### src/rtl/imm_encoder.sv
// Immediate encoder: expands a 32-bit constant into an addiu/ori/lui sequence, or
// encodes a branch target into a beq word. One request in, one or two words out.
//
// state | meaning
// IDLE  | ready for a request; req_ready=1
// EMIT1 | first (or only) instruction word presented on out_instr
// EMIT2 | trailing ori word of a two-word li
// ERR   | one-cycle err pulse for an unencodable beq target
module imm_encoder (
  input  logic        clk,
  input  logic        reset,
  input  logic        req_valid,
  output logic        req_ready,
  input  logic        req_mode,
  input  logic [31:0] req_value,
  input  logic [31:0] req_pc,
  input  logic [4:0]  req_rs,
  input  logic [4:0]  req_rt,
  output logic        out_valid,
  input  logic        out_ready,
  output logic [31:0] out_instr,
  output logic        out_last,
  output logic        err
);

  localparam logic [5:0] OP_ADDIU = 6'b001001;
  localparam logic [5:0] OP_ORI   = 6'b001101;
  localparam logic [5:0] OP_LUI   = 6'b001111;
  localparam logic [5:0] OP_BEQ   = 6'b000100;

  typedef enum logic [1:0] {
    S_IDLE  = 2'd0,
    S_EMIT1 = 2'd1,
    S_EMIT2 = 2'd2,
    S_ERR   = 2'd3
  } state_t;

  state_t      r_state;
  logic [31:0] r_word2;
  logic        r_two;
  logic        r_req_ready;
  logic        r_out_valid;
  logic [31:0] r_out_instr;
  logic        r_out_last;
  logic        r_err;

  state_t      w_state_nxt;
  logic [31:0] w_word2_nxt;
  logic        w_two_nxt;
  logic        w_req_ready_nxt;
  logic        w_out_valid_nxt;
  logic [31:0] w_out_instr_nxt;
  logic        w_out_last_nxt;
  logic        w_err_nxt;

  logic [15:0] w_hi;
  logic [15:0] w_lo;
  logic        w_sext_fit;
  logic [31:0] w_li_first;
  logic [31:0] w_li_second;
  logic        w_li_two;
  logic [31:0] w_diff;
  logic        w_beq_ok;
  logic [31:0] w_beq_word;
  logic        w_unused_diff_lsb;
  logic        w_accept;

  // li selection: shortest sequence, first match wins
  always_comb begin
    w_hi        = req_value[31:16];
    w_lo        = req_value[15:0];
    w_sext_fit  = (req_value[31:15] == 17'h00000) || (req_value[31:15] == 17'h1FFFF);
    w_li_second = {OP_ORI, req_rt, req_rt, w_lo};
    w_li_two    = 1'b0;
    if (w_sext_fit) begin
      w_li_first = {OP_ADDIU, 5'd0, req_rt, w_lo};
    end else if (w_hi == 16'h0000) begin
      w_li_first = {OP_ORI, 5'd0, req_rt, w_lo};
    end else if (w_lo == 16'h0000) begin
      w_li_first = {OP_LUI, 5'd0, req_rt, w_hi};
    end else begin
      w_li_first = {OP_LUI, 5'd0, req_rt, w_hi};
      w_li_two   = 1'b1;
    end
  end

  // Word offset must fit a signed 16-bit field: diff[31:17] is the sign extension of diff[17]
  assign w_diff            = req_value - req_pc - 32'd4;
  assign w_beq_ok          = (req_value[1:0] == 2'b00) && (w_diff[31:17] == {15{w_diff[17]}});
  assign w_beq_word        = {OP_BEQ, req_rs, req_rt, w_diff[17:2]};
  assign w_unused_diff_lsb = ^w_diff[1:0];

  assign w_accept = req_valid & r_req_ready;

  always_comb begin
    w_state_nxt     = r_state;
    w_word2_nxt     = r_word2;
    w_two_nxt       = r_two;
    w_req_ready_nxt = 1'b0;
    w_out_valid_nxt = 1'b0;
    w_out_instr_nxt = r_out_instr;
    w_out_last_nxt  = r_out_last;
    w_err_nxt       = 1'b0;

    case (r_state)
      S_IDLE: begin
        if (w_accept) begin
          if (req_mode) begin
            w_two_nxt   = 1'b0;
            w_word2_nxt = 32'd0;
            if (w_beq_ok) begin
              w_state_nxt     = S_EMIT1;
              w_out_valid_nxt = 1'b1;
              w_out_instr_nxt = w_beq_word;
              w_out_last_nxt  = 1'b1;
            end else begin
              w_state_nxt = S_ERR;
              w_err_nxt   = 1'b1;
            end
          end else begin
            w_state_nxt     = S_EMIT1;
            w_two_nxt       = w_li_two;
            w_word2_nxt     = w_li_second;
            w_out_valid_nxt = 1'b1;
            w_out_instr_nxt = w_li_first;
            w_out_last_nxt  = ~w_li_two;
          end
        end else begin
          w_req_ready_nxt = 1'b1;
        end
      end

      S_EMIT1: begin
        w_out_valid_nxt = 1'b1;
        if (out_ready) begin
          if (r_two) begin
            w_state_nxt     = S_EMIT2;
            w_out_instr_nxt = r_word2;
            w_out_last_nxt  = 1'b1;
          end else begin
            w_state_nxt     = S_IDLE;
            w_out_valid_nxt = 1'b0;
            w_req_ready_nxt = 1'b1;
          end
        end
      end

      S_EMIT2: begin
        w_out_valid_nxt = 1'b1;
        if (out_ready) begin
          w_state_nxt     = S_IDLE;
          w_out_valid_nxt = 1'b0;
          w_req_ready_nxt = 1'b1;
        end
      end

      S_ERR: begin
        w_state_nxt     = S_IDLE;
        w_req_ready_nxt = 1'b1;
      end

      default: begin
        w_state_nxt     = S_IDLE;
        w_req_ready_nxt = 1'b1;
      end
    endcase
  end

  always_ff @(posedge clk or negedge reset) begin
    if (!reset) begin
      r_state     <= S_IDLE;
      r_word2     <= 32'd0;
      r_two       <= 1'b0;
      r_req_ready <= 1'b1;
      r_out_valid <= 1'b0;
      r_out_instr <= 32'd0;
      r_out_last  <= 1'b0;
      r_err       <= 1'b0;
    end else begin
      r_state     <= w_state_nxt;
      r_word2     <= w_word2_nxt;
      r_two       <= w_two_nxt;
      r_req_ready <= w_req_ready_nxt;
      r_out_valid <= w_out_valid_nxt;
      r_out_instr <= w_out_instr_nxt;
      r_out_last  <= w_out_last_nxt;
      r_err       <= w_err_nxt;
    end
  end

  assign req_ready = r_req_ready;
  assign out_valid = r_out_valid;
  assign out_instr = r_out_instr;
  assign out_last  = r_out_last;
  assign err       = r_err;

endmodule
### config.mk
export PLATFORM = sky130hd
export DESIGN_NAME = imm_encoder
export DESIGN_NICKNAME = d
export VERILOG_FILES = /design/src/rtl/imm_encoder.sv
export SDC_FILE = /design/constraint.sdc
export NUM_CORES = 1
export LEC_CHECK = 0
export ABC_AREA = 1
export CAP_MARGIN = 40
export CELL_PAD_IN_SITES_DETAIL_PLACEMENT = 1
export CELL_PAD_IN_SITES_GLOBAL_PLACEMENT = 2
export CORE_AREA = 5 5 165 167
export DETAILED_ROUTE_END_ITERATION = 6
export DIE_AREA = 0 0 170 172
export PLACE_DENSITY = 0.88
export SLEW_MARGIN = 20
export SYNTH_ARGS = -nofsm -noshare
export SYNTH_HDL_FRONTEND = slang
export SYNTH_SLANG_ARGS = --single-unit
### constraint.sdc
create_clock -name clk -period 1.8 [get_ports clk]
set_input_delay 0.45 -clock clk [delete_from_list [all_inputs] [get_ports clk]]
set_output_delay 0.45 -clock clk [all_outputs]
set_load 0.02 [all_outputs]
**Word level (Yosys, flattened, before mapping)**

Cells that the tools add are included.

- Output and inout port bits: 36
- Input bits: 79
- Flip-flop bits (word level): 71
- Logic and storage cells: 75

- Eq/ne operators: 10
- Reductions and logical operators: 11
- Muxes and demuxes: 42
- Bitwise operators: 2
- Add/sub/neg operators: 2

Operators by type and width:

| kind | number |
|---|---|
| 32-bit 2-to-1 mux | 5 |
| 32-bit one-hot mux with 2 select lines | 1 |
| 16-bit logical NOT | 2 |
| 32-bit by 3-bit subtractor with 32-bit output (second input constant) | 1 |
| 32-bit subtractor | 1 |
| 30-bit 2-to-1 mux | 1 |
| 29-bit 2-to-1 mux | 1 |
| 28-bit 2-to-1 mux | 1 |
| 1-bit 2-to-1 mux | 23 |
| 17-bit == test (second input constant) | 1 |
| 17-bit logical NOT | 1 |
| 14-bit == test | 1 |
| 2-bit 2-to-1 mux | 6 |
| 2-bit != test (second input constant) | 4 |
| 2-bit one-hot mux with 4 select lines | 1 |
| 5-bit AND reduction | 1 |
| 2-bit == test (second input constant) | 2 |
| 2-bit logical NOT | 2 |
| 1-bit one-hot mux with 4 select lines | 1 |
| 3-bit != test (second input constant) | 1 |
| 1-bit one-hot mux with 3 select lines | 1 |
| 3-bit AND reduction | 1 |
| 2-bit by 1-bit == test with 1-bit output (second input constant) | 1 |
| 1-bit one-hot mux with 2 select lines | 1 |
| 6 further kinds | 6 |

**Depth between registers and ports, before layout**

Gate-level depths: netlist of run 1.

- Word-level depth: 8
- Mapped depth: 27
- Gate-level depth less buffers: 26

**Worst setup path after synthesis of run 1**

No wires, ideal clock.

- Path kind: input-to-reg
- From: input port req_pc[1]
- To: register r_out_instr[26], in the netlist out_instr[26]
- Cell stages on the path: 25
- Slack: -1.324 ns
- Path buffers: 2
- Arrival time: 3.007 ns
- Data required time: 1.683 ns
- Setup time: 0.117 ns
- Cell sequence: inv_1 ha_1 a21boi_0 inv_1 fa_1 inv_1 nand2_1 nand2_1 nand3b_1 nand2_1 nand2_1 nand2_1 nand2_1 nand2_2 buf_6 nand3_1 nor2_1 nor2_1 nor2_2 nand3_2 nand3_4 nand2_4 buf_6 nand2_1 nand2_1

- Longest elaborated chain between the ends: 6

RTL lines:

| what | line | text |
|---|---|---|
| start: declaration | 16 | `input logic [31:0] req_pc,` |
| 32-bit subtractor | 88 | `assign w_diff = req_value - req_pc - 32'd4;` |
| 32-bit by 3-bit subtractor with 32-bit output | 88 |  |
| 14-bit == test | 89 | `assign w_beq_ok = (req_value[1:0] == 2'b00) && (w_diff[31:17] == {15{w_diff[17]}});` |
| 1-bit logical AND | 89 |  |
| 3-bit != test (no line) | n/a |  |
| 5-bit AND reduction (no line) | n/a |  |
| end signal: assignment | 185 | `r_out_instr <= w_out_instr_nxt;` |
| end: declaration | 43 | `logic [31:0] r_out_instr;` |

No other way between the ends.
A chain may end at the register's enable or synchronous reset.

**Final worst setup path of run 1**

- From: input port req_pc[13]
- To: register r_out_instr[24], in the netlist out_instr[24]

Same word-level chain as after synthesis.

==> metrics.md, run 1 <==
| Metric | Value |
|---|---|
| Row cnt | `59` |
| Setup slack, reg-to-reg | `-0.11 ns` |
| Area growth, synth to finish | `81.1%` |
| Leak Pwr | `5.88 nW` |
| Post-synthesis cell count | `between 1000 and 1500` |
| Crit path kind | `in -> reg` |
| Crit-path max FO | `14` |
| Vias in the first global route | `8873` |
| PwrDens | `1050 mW/mm^2` |
| Sequential cell area | `approximately 0.0015 mm^2` |
| Longest Clk Path Bufs | `2` |
| Max IR drop VDD | `0.000842 V` |
| Initial antenna violation count | `0` |
| Post-route clock period utilization | `183%` |
| Synth area leaders | `dfrtp_1 23%, nand2_1 23%, inv_1 13%` |
| CP Cell Sequence | `dlygate4sd2_1 -> ha_4 -> inv_1 -> ha_4 -> nand2_1 -> nand2_1 -> inv_1 -> nand2_1 -> inv_1 -> nand2_1 -> nand2_1 -> nand4_1 -> buf_4 -> nand3_1 -> nand2_2 -> nor2_2 -> nand2_1 -> nor2_2 -> nand3_4 -> nand3_4 -> buf_6 -> buf_16 -> nand3_1 -> nand2_1` |
| Vias per cell | `4.93` |
| DR vias | `8375` |
| #FFs+latches synth | `58` |
| H-tree Lvls | `3` |
| FMAX | `between 0.3 and 0.4 GHz` |
| Num ports | `115` |
| Worst-skew pair later-pin latency | `0.33 ns` |
| Hold Fails Final Rpt | `0` |
| Clk_skew | `0.00684 ns` |
| DP Area | `around 0.0089 mm^2` |
| Finish-stage setup viols | `33` |
| Ys Warns | `0` |
| Cell internal pwr | `0.00628 W` |
| Number of routed nets with antenna violations | `0` |
| Yosys top cell by area | `dfrtp_1` |
| Post-layout power | `0.0119 W` |
| Sw Ratio | `47.3%` |
| Cell Area, Synth | `0.00624 mm^2` |
| Slowest cell on crit path | `dlygate4sd2_1` |
| Setup ws final | `-1.49 ns` |
| WHS | `approximately 0.12 ns` |
| Max Cap Viol | `0` |
| Synth cell types | `38` |
| Pin count of the biggest net entering global routing | `59` |
| Status | `finished, violations left` |
| CTS Hold Bufs | `0` |
| CP Data Required Time | `2.06 ns` |
| RSZ-0062 raised after global routing | `yes` |
| Footprint of the multi-input gates | `0.00553 mm^2` |
| Sequential element share of the synthesized area | `23.3%` |
| Switching power | `between 0.005 and 0.006 W` |
| Core Footprint | `around 0.026 mm^2` |
| TritonCTS clock tree | `done` |
| Routed len/inst | `19.6 um` |
| CTS Buf Count | `9` |
| R2r worst-path depth | `8` |
| Die width | `170 um` |
| Clock root buffer | `clkbuf_16` |
| Most frequent cells in the layout | `248 x nand2_1, 172 x buf_4, 159 x inv_1` |
| Starting DRT DRC Count | `487` |
| Proportion of layout cells with a drive suffix above 1 | `42.3%` |
| Commonest non-fill, non-tap cell in the layout | `nand2_1` |
| Total Routing Usage GR | `between 20% and 30%` |
| Die Area | `0.0292 mm^2` |
| R2r endpoint | `out_instr[24]` |
| Flop pwr share | `18.8%` |
| Nets | `~1500` |
| First-pass GRT wire length | `approximately 48000 um` |
| Crit path time final | `~3.3 ns` |
| Startpoint class of the critical path | `input port` |
| Fillers | `3116` |
| FF-to-FF Start | `req_ready` |
| Synth Area per Inst | `5.88 um^2` |
| CP most frequent cell | `nand2_1` |
| Clock Power Share | `~14%` |
| Hold WC Path Type | `in -> async` |
| Post-route DRC | `0` |
| GP Congestion | `around 0.87` |
| Clk sink count | `58` |
| # port buffers | `112` |
| Final instance area | `0.0113 mm^2` |
| Max-slew violations | `0` |
| Clock transition at path regs | `~0.05 ns` |
| Critical path's largest stage delay | `between 0.3 and 0.4 ns` |
| HPWL reported at the end of detailed placement | `around 22000 um` |
| Crit path arrival time | `about 3.6 ns` |
| Grt total ovfl | `0` |
| Ant. Diodes | `0` |
| Comb power frac | `67.3%` |
| Die Y-Extent | `172 um` |
| Initial Util | `between 20% and 30%` |
| Overall routed net length | `33400 um` |
| Setup TNS | `-46.81 ns` |
| Post-synth top area share | `a little under a quarter` |
| Violated checks | `negative setup slack` |
| DRT Pass-1 Iters | `5` |
| Critical path endpoint category | `flop` |
| Place WS | `-2.27 ns` |
cell usage after synthesis:
cell      instances
nand3_1          73
nand2_2           2
inv_2             1
nand3_2           1
o221ai_1          1
o31ai_1           2
nand4_1          11
inv_1           222
clkinv_1          1
a21oi_2           1
nand3_4           1
nand2_1         377
nor4_1            5
ha_1             59
nand3b_1          4
nor3b_1           1
nor2_2            2
o211ai_1          4
buf_4             6
buf_6             4
dfstp_2           1
nor2_1           71
buf_1             2
nand2_4           1
o21ai_0          58
xor2_1            7
o21bai_1          1
a21o_1            1
dfrtp_1          57
nor3_2            1
a31oi_1           6
nor3_1           10
clkbuf_1         15
a21oi_1          49
conb_1            1
a21boi_0          1
fa_1              1
o22ai_1           1
state kept, by name (all words and copies together) (netlist names):
| name | cells |
|---|---|
| out_instr | 29 |
| r_word2 | 22 |
| r_state | 2 |
| err | 1 |
| out_last | 1 |
| out_valid | 1 |
| r_two | 1 |
| req_ready | 1 |
worst max-delay path: cells and delay by family:
family / cells / cell delay [ns]
adders and majority gates: 2 / 0.58
buffers and inverters: 7 / 0.96
and+or+nand+nor: 15 / 1.56
power by group through the flow:
| stage | Combinational, W | Clock (W) | Sequential [W] |
|---|---|---|---|
| 6_report | 0.00802 | 0.00167 | 0.00224 |
| 5_1_grt | 0.00861 | 0.00176 | 0.00231 |
| 4_1_cts | 0.00714 | 0.00171 | 0.00221 |
| 3_5_place_dp | 0.00593 | 0 | 0.00221 |
| 3_3_place_gp | 0.00574 | 0 | 0.00221 |
| 2_1_floorplan | 0.00294 | 0 | 0.00253 |
cell type report:
class                           instances  area share (%)
Multi-Input combinational cell        757            48.9
Timing Repair Buffer                  310            24.4
Sequential cell                        58            12.8
Inverter                              224            7.55
Tap cell                              335            3.71
Clock buffer                            9            1.99
Clock inverter                          7           0.620
layer usage:
metal / track usage [%] / routed length [um] / up-vias
met5: 0 / 0 / -
met4: 11.6 / 1880 / 0
met3: 2.42 / 1440 / 99
met2: 38.1 / 17200 / 265
met1: 23.3 / 12800 / 4120
li1: - / - / 3891
how the worst max path moves through the flow:
stage / start / end / slack (ns) / cells after the start
2_1_floorplan: req_pc[1] / out_instr[26] / -1.15 / 25
3_3_place_gp: req_pc[1] / out_instr[26] / -2.17 / 25
3_5_place_dp: req_value[16] / out_last / -2.27 / 23
4_1_cts: req_pc[1] / r_state[1] / -1.29 / 29
5_1_grt: req_value[3] / out_instr[24] / -1.61 / 23
6_report: req_pc[13] / out_instr[24] / -1.49 / 24
per-stage QoR:
step,util [%],instances
floorplan,-,1063
global placement,34.9,1640
detailed placement,34.9,1640
CTS,41.7,1693
global route,44.2,1700
finish,44.2,1700
logic make-up (layout without fill, tap and decap cells):
family          after synthesis  in the layout  share of synthesized area [%]
fa+ha+maj                    60             60                           12.1
other cells                   1              2                         0.0601
buf+inv                     251            550                           15.9
xor+xnor                      7              7                          0.982
flops                        58             58                           23.3
simple gates                560            563                           37.0
compound gates              125            125                           10.6
timing repair:
action	in CTS	in global routing
pin swaps	134	100
buffers inserted	33	8
gates resized for setup	361	180
gates cloned	4	1
endpoints found under the setup margin	36	64
Note: power is estimated with default switching activity, not from simulation.
==> inputs of run 2 (changes only) <==
CELL_PAD_IN_SITES_DETAIL_PLACEMENT = 0   (was 1)
RECOVER_POWER = 100   (was default)
==> run 2 against run 1 <==
Compared with the run above:
- the flow still finishes with violations (negative setup slack)
- flip-flop and latch count stayed put
- global-route usage is 3.7 points lower
- sequential share of layout area hardly changed
- die area stayed put
- combinational power is 4.0% lower
- critical path type unchanged
==> metrics.md, run 2 (synthesis gave the netlist of run 1 again) <==
| Metric | Value |
|---|---|
| Clk sink count | `58` |
| CP Data Required Time | `2.07 ns` |
| Clock Power Share | `15.4%` |
| Clock root buffer | `clkbuf_16` |
| Fillers | `2526` |
| Clk_skew | `0.00583 ns` |
| WP buf/inv | `7` |
| Overall routed net length | `around 26000 um` |
| RSZ-0062 raised after global routing | `yes` |
| Grt total ovfl | `0` |
| Longest Clk Path Bufs | `2` |
| Finished Core Util | `44.0%` |
| Most frequent cells in the layout | `234 x nand2_1, 167 x buf_4, 151 x inv_1` |
| CTS Buf Count | `9` |
| Crit path launch | `req_pc[1]` |
| Starting DRT DRC Count | `384` |
| Crit-path max FO | `7` |
| Clock transition at path regs | `0.05 ns` |
| Vias per cell | `4.49` |
| DRT Pass-1 Iters | `5` |
| Vias in the first global route | `7461` |
| Post-route DRC | `0` |
| Hold Fails Final Rpt | `0` |
| Area growth, synth to finish | `80.5%` |
| Max Cap Viol | `0` |
| Critical path's largest stage delay | `0.33 ns` |
| Nets | `1497` |
| Hold WC Path Type | `reg -> reg` |
| Pin count of the biggest net entering global routing | `59` |
| Violated checks | `negative setup slack` |
| CTS Hold Bufs | `0` |
| Proportion of layout cells with a drive suffix above 1 | `43.7%` |
| Die width | `between 150 and 200 um` |
| Total Routing Usage GR | `17.1%` |
| Crit path time final | `3.08 ns` |
| Post-route clock period utilization | `171%` |
| TritonCTS clock tree | `done` |
| HP Start | `out_instr[6]` |
| Finish-stage setup viols | `33` |
| Ant. Diodes | `0` |
| # port buffers | `112` |
| DR vias | `7625` |
| First-pass GRT wire length | `39300 um` |
| DP Area | `0.00894 mm^2` |
| Number of routed nets with antenna violations | `0` |
| Worst-Margin Slew | `1.47 ns` |
| CP most frequent cell | `nand2_4` |
| Comb power frac | `65.6%` |
| PwrDens | `approximately 1000 mW/mm^2` |
| Slowest cell on crit path | `fa_2` |
| HPWL reported at the end of detailed placement | `between 15000 and 20000 um` |
| Max IR drop VDD | `approximately 0.00082 V` |
| Initial Util | `24.4%` |
| Switching power | `0.00534 W` |
| Slew HR | `2.13%` |
| Commonest non-fill, non-tap cell in the layout | `nand2_1` |
| FF-to-FF Start | `req_ready` |
| Status | `finished, violations left` |
| Die Area | `0.0292 mm^2` |
| Num ports | `around 120` |
| Core Footprint | `about 0.026 mm^2` |
| Row cnt | `59` |
| Leak Pwr | `5.84 nW` |
| WHS | `about 0.47 ns` |
| Final instance area | `0.0113 mm^2` |
| H-tree Lvls | `3` |
| Startpoint class of the critical path | `input port` |
| Max-slew violations | `0` |
| Sw Ratio | `45.5%` |
| Crit path kind | `in -> reg` |
| GP Congestion | `just under 0.9` |
| FMAX | `0.324 GHz` |
| Crit path arrival time | `3.35 ns` |
| Number of flip-flops in the largest register | `29` |
| Cell internal pwr | `approximately 0.0064 W` |
| Flop pwr share | `between 10% and 20%` |
| Setup ws final | `-1.28 ns` |
| CP top delay family | `simple AND/OR/NAND/NOR gates` |
| Die Y-Extent | `172 um` |
| Critical path endpoint category | `flop` |
| Routed len/inst | `15.5 um` |
| Worst-skew pair later-pin latency | `0.33 ns` |
| Initial antenna violation count | `0` |
run 2: layout make-up:
| cell class | instances | area (um^2) | share of cell area (%) |
|---|---|---|---|
| Clock inverter | 1 | 30.0 | 0.266 |
| Clock buffer | 15 | 288 | 2.55 |
| Multi-Input combinational cell | 757 | 5530 | 49.1 |
| Sequential cell | 58 | 1450 | 12.9 |
| Timing Repair Buffer | 308 | 2690 | 23.8 |
| Tap cell | 335 | 419 | 3.72 |
| Inverter | 224 | 863 | 7.66 |
run 2: tightest hold or removal path, stage by stage, from the launching register on:
cell and delay [ns]:
dfrtp_1 0.34, nand2_1 0.05, nand2_1 0.04
run 2: layer usage:
metal	global-route usage [%]	wire (um)	vias up
met5	0	0	-
met3	1.62	876	40
li1	-	-	3888
met2	31.6	13500	156
met1	20.8	11000	3541
met4	5.66	915	0
run 2: worst paths after layout:
check                      depth (start not counted)             to  slack, ns
setup / recovery                                  26  out_instr[16]      -1.28
hold / removal                                     2   out_instr[6]       0.47
setup reg to reg                                   8   out_instr[4]       0.06
hold reg to reg                                    2   out_instr[6]       0.47
max in group asynchronous                          2     r_state[0]       0.35
min in group asynchronous                          2   out_instr[7]       0.57
run 2: stage by stage:
stage	std cells	total power, W	setup TNS (ns)	setup WS [ns]
floorplan	1063	0.00547	-37.10	-1.15
global placement	1640	0.00796	-74.57	-2.17
detailed placement	1640	0.00801	-75.47	-2.21
CTS	1689	0.0110	-43.69	-1.36
global route	1698	0.0126	-47.91	-1.46
finish	1698	0.0117	-40.86	-1.28
run 2: what timing repair did:
item                                    CTS  global route
gates cloned                              4             2
endpoints found under the setup margin   36            41
resized for setup                       292           287
pin swaps                                93           149
buffers inserted                         29             9
run 2: power groups by stage:
stage               logic, W  clock network (W)  registers [W]
finish               0.00770            0.00181        0.00223
global route         0.00839            0.00189        0.00231
CTS                  0.00694            0.00183        0.00219
detailed placement   0.00581                  0        0.00220
global placement     0.00574                  0        0.00221
floorplan            0.00294                  0        0.00253
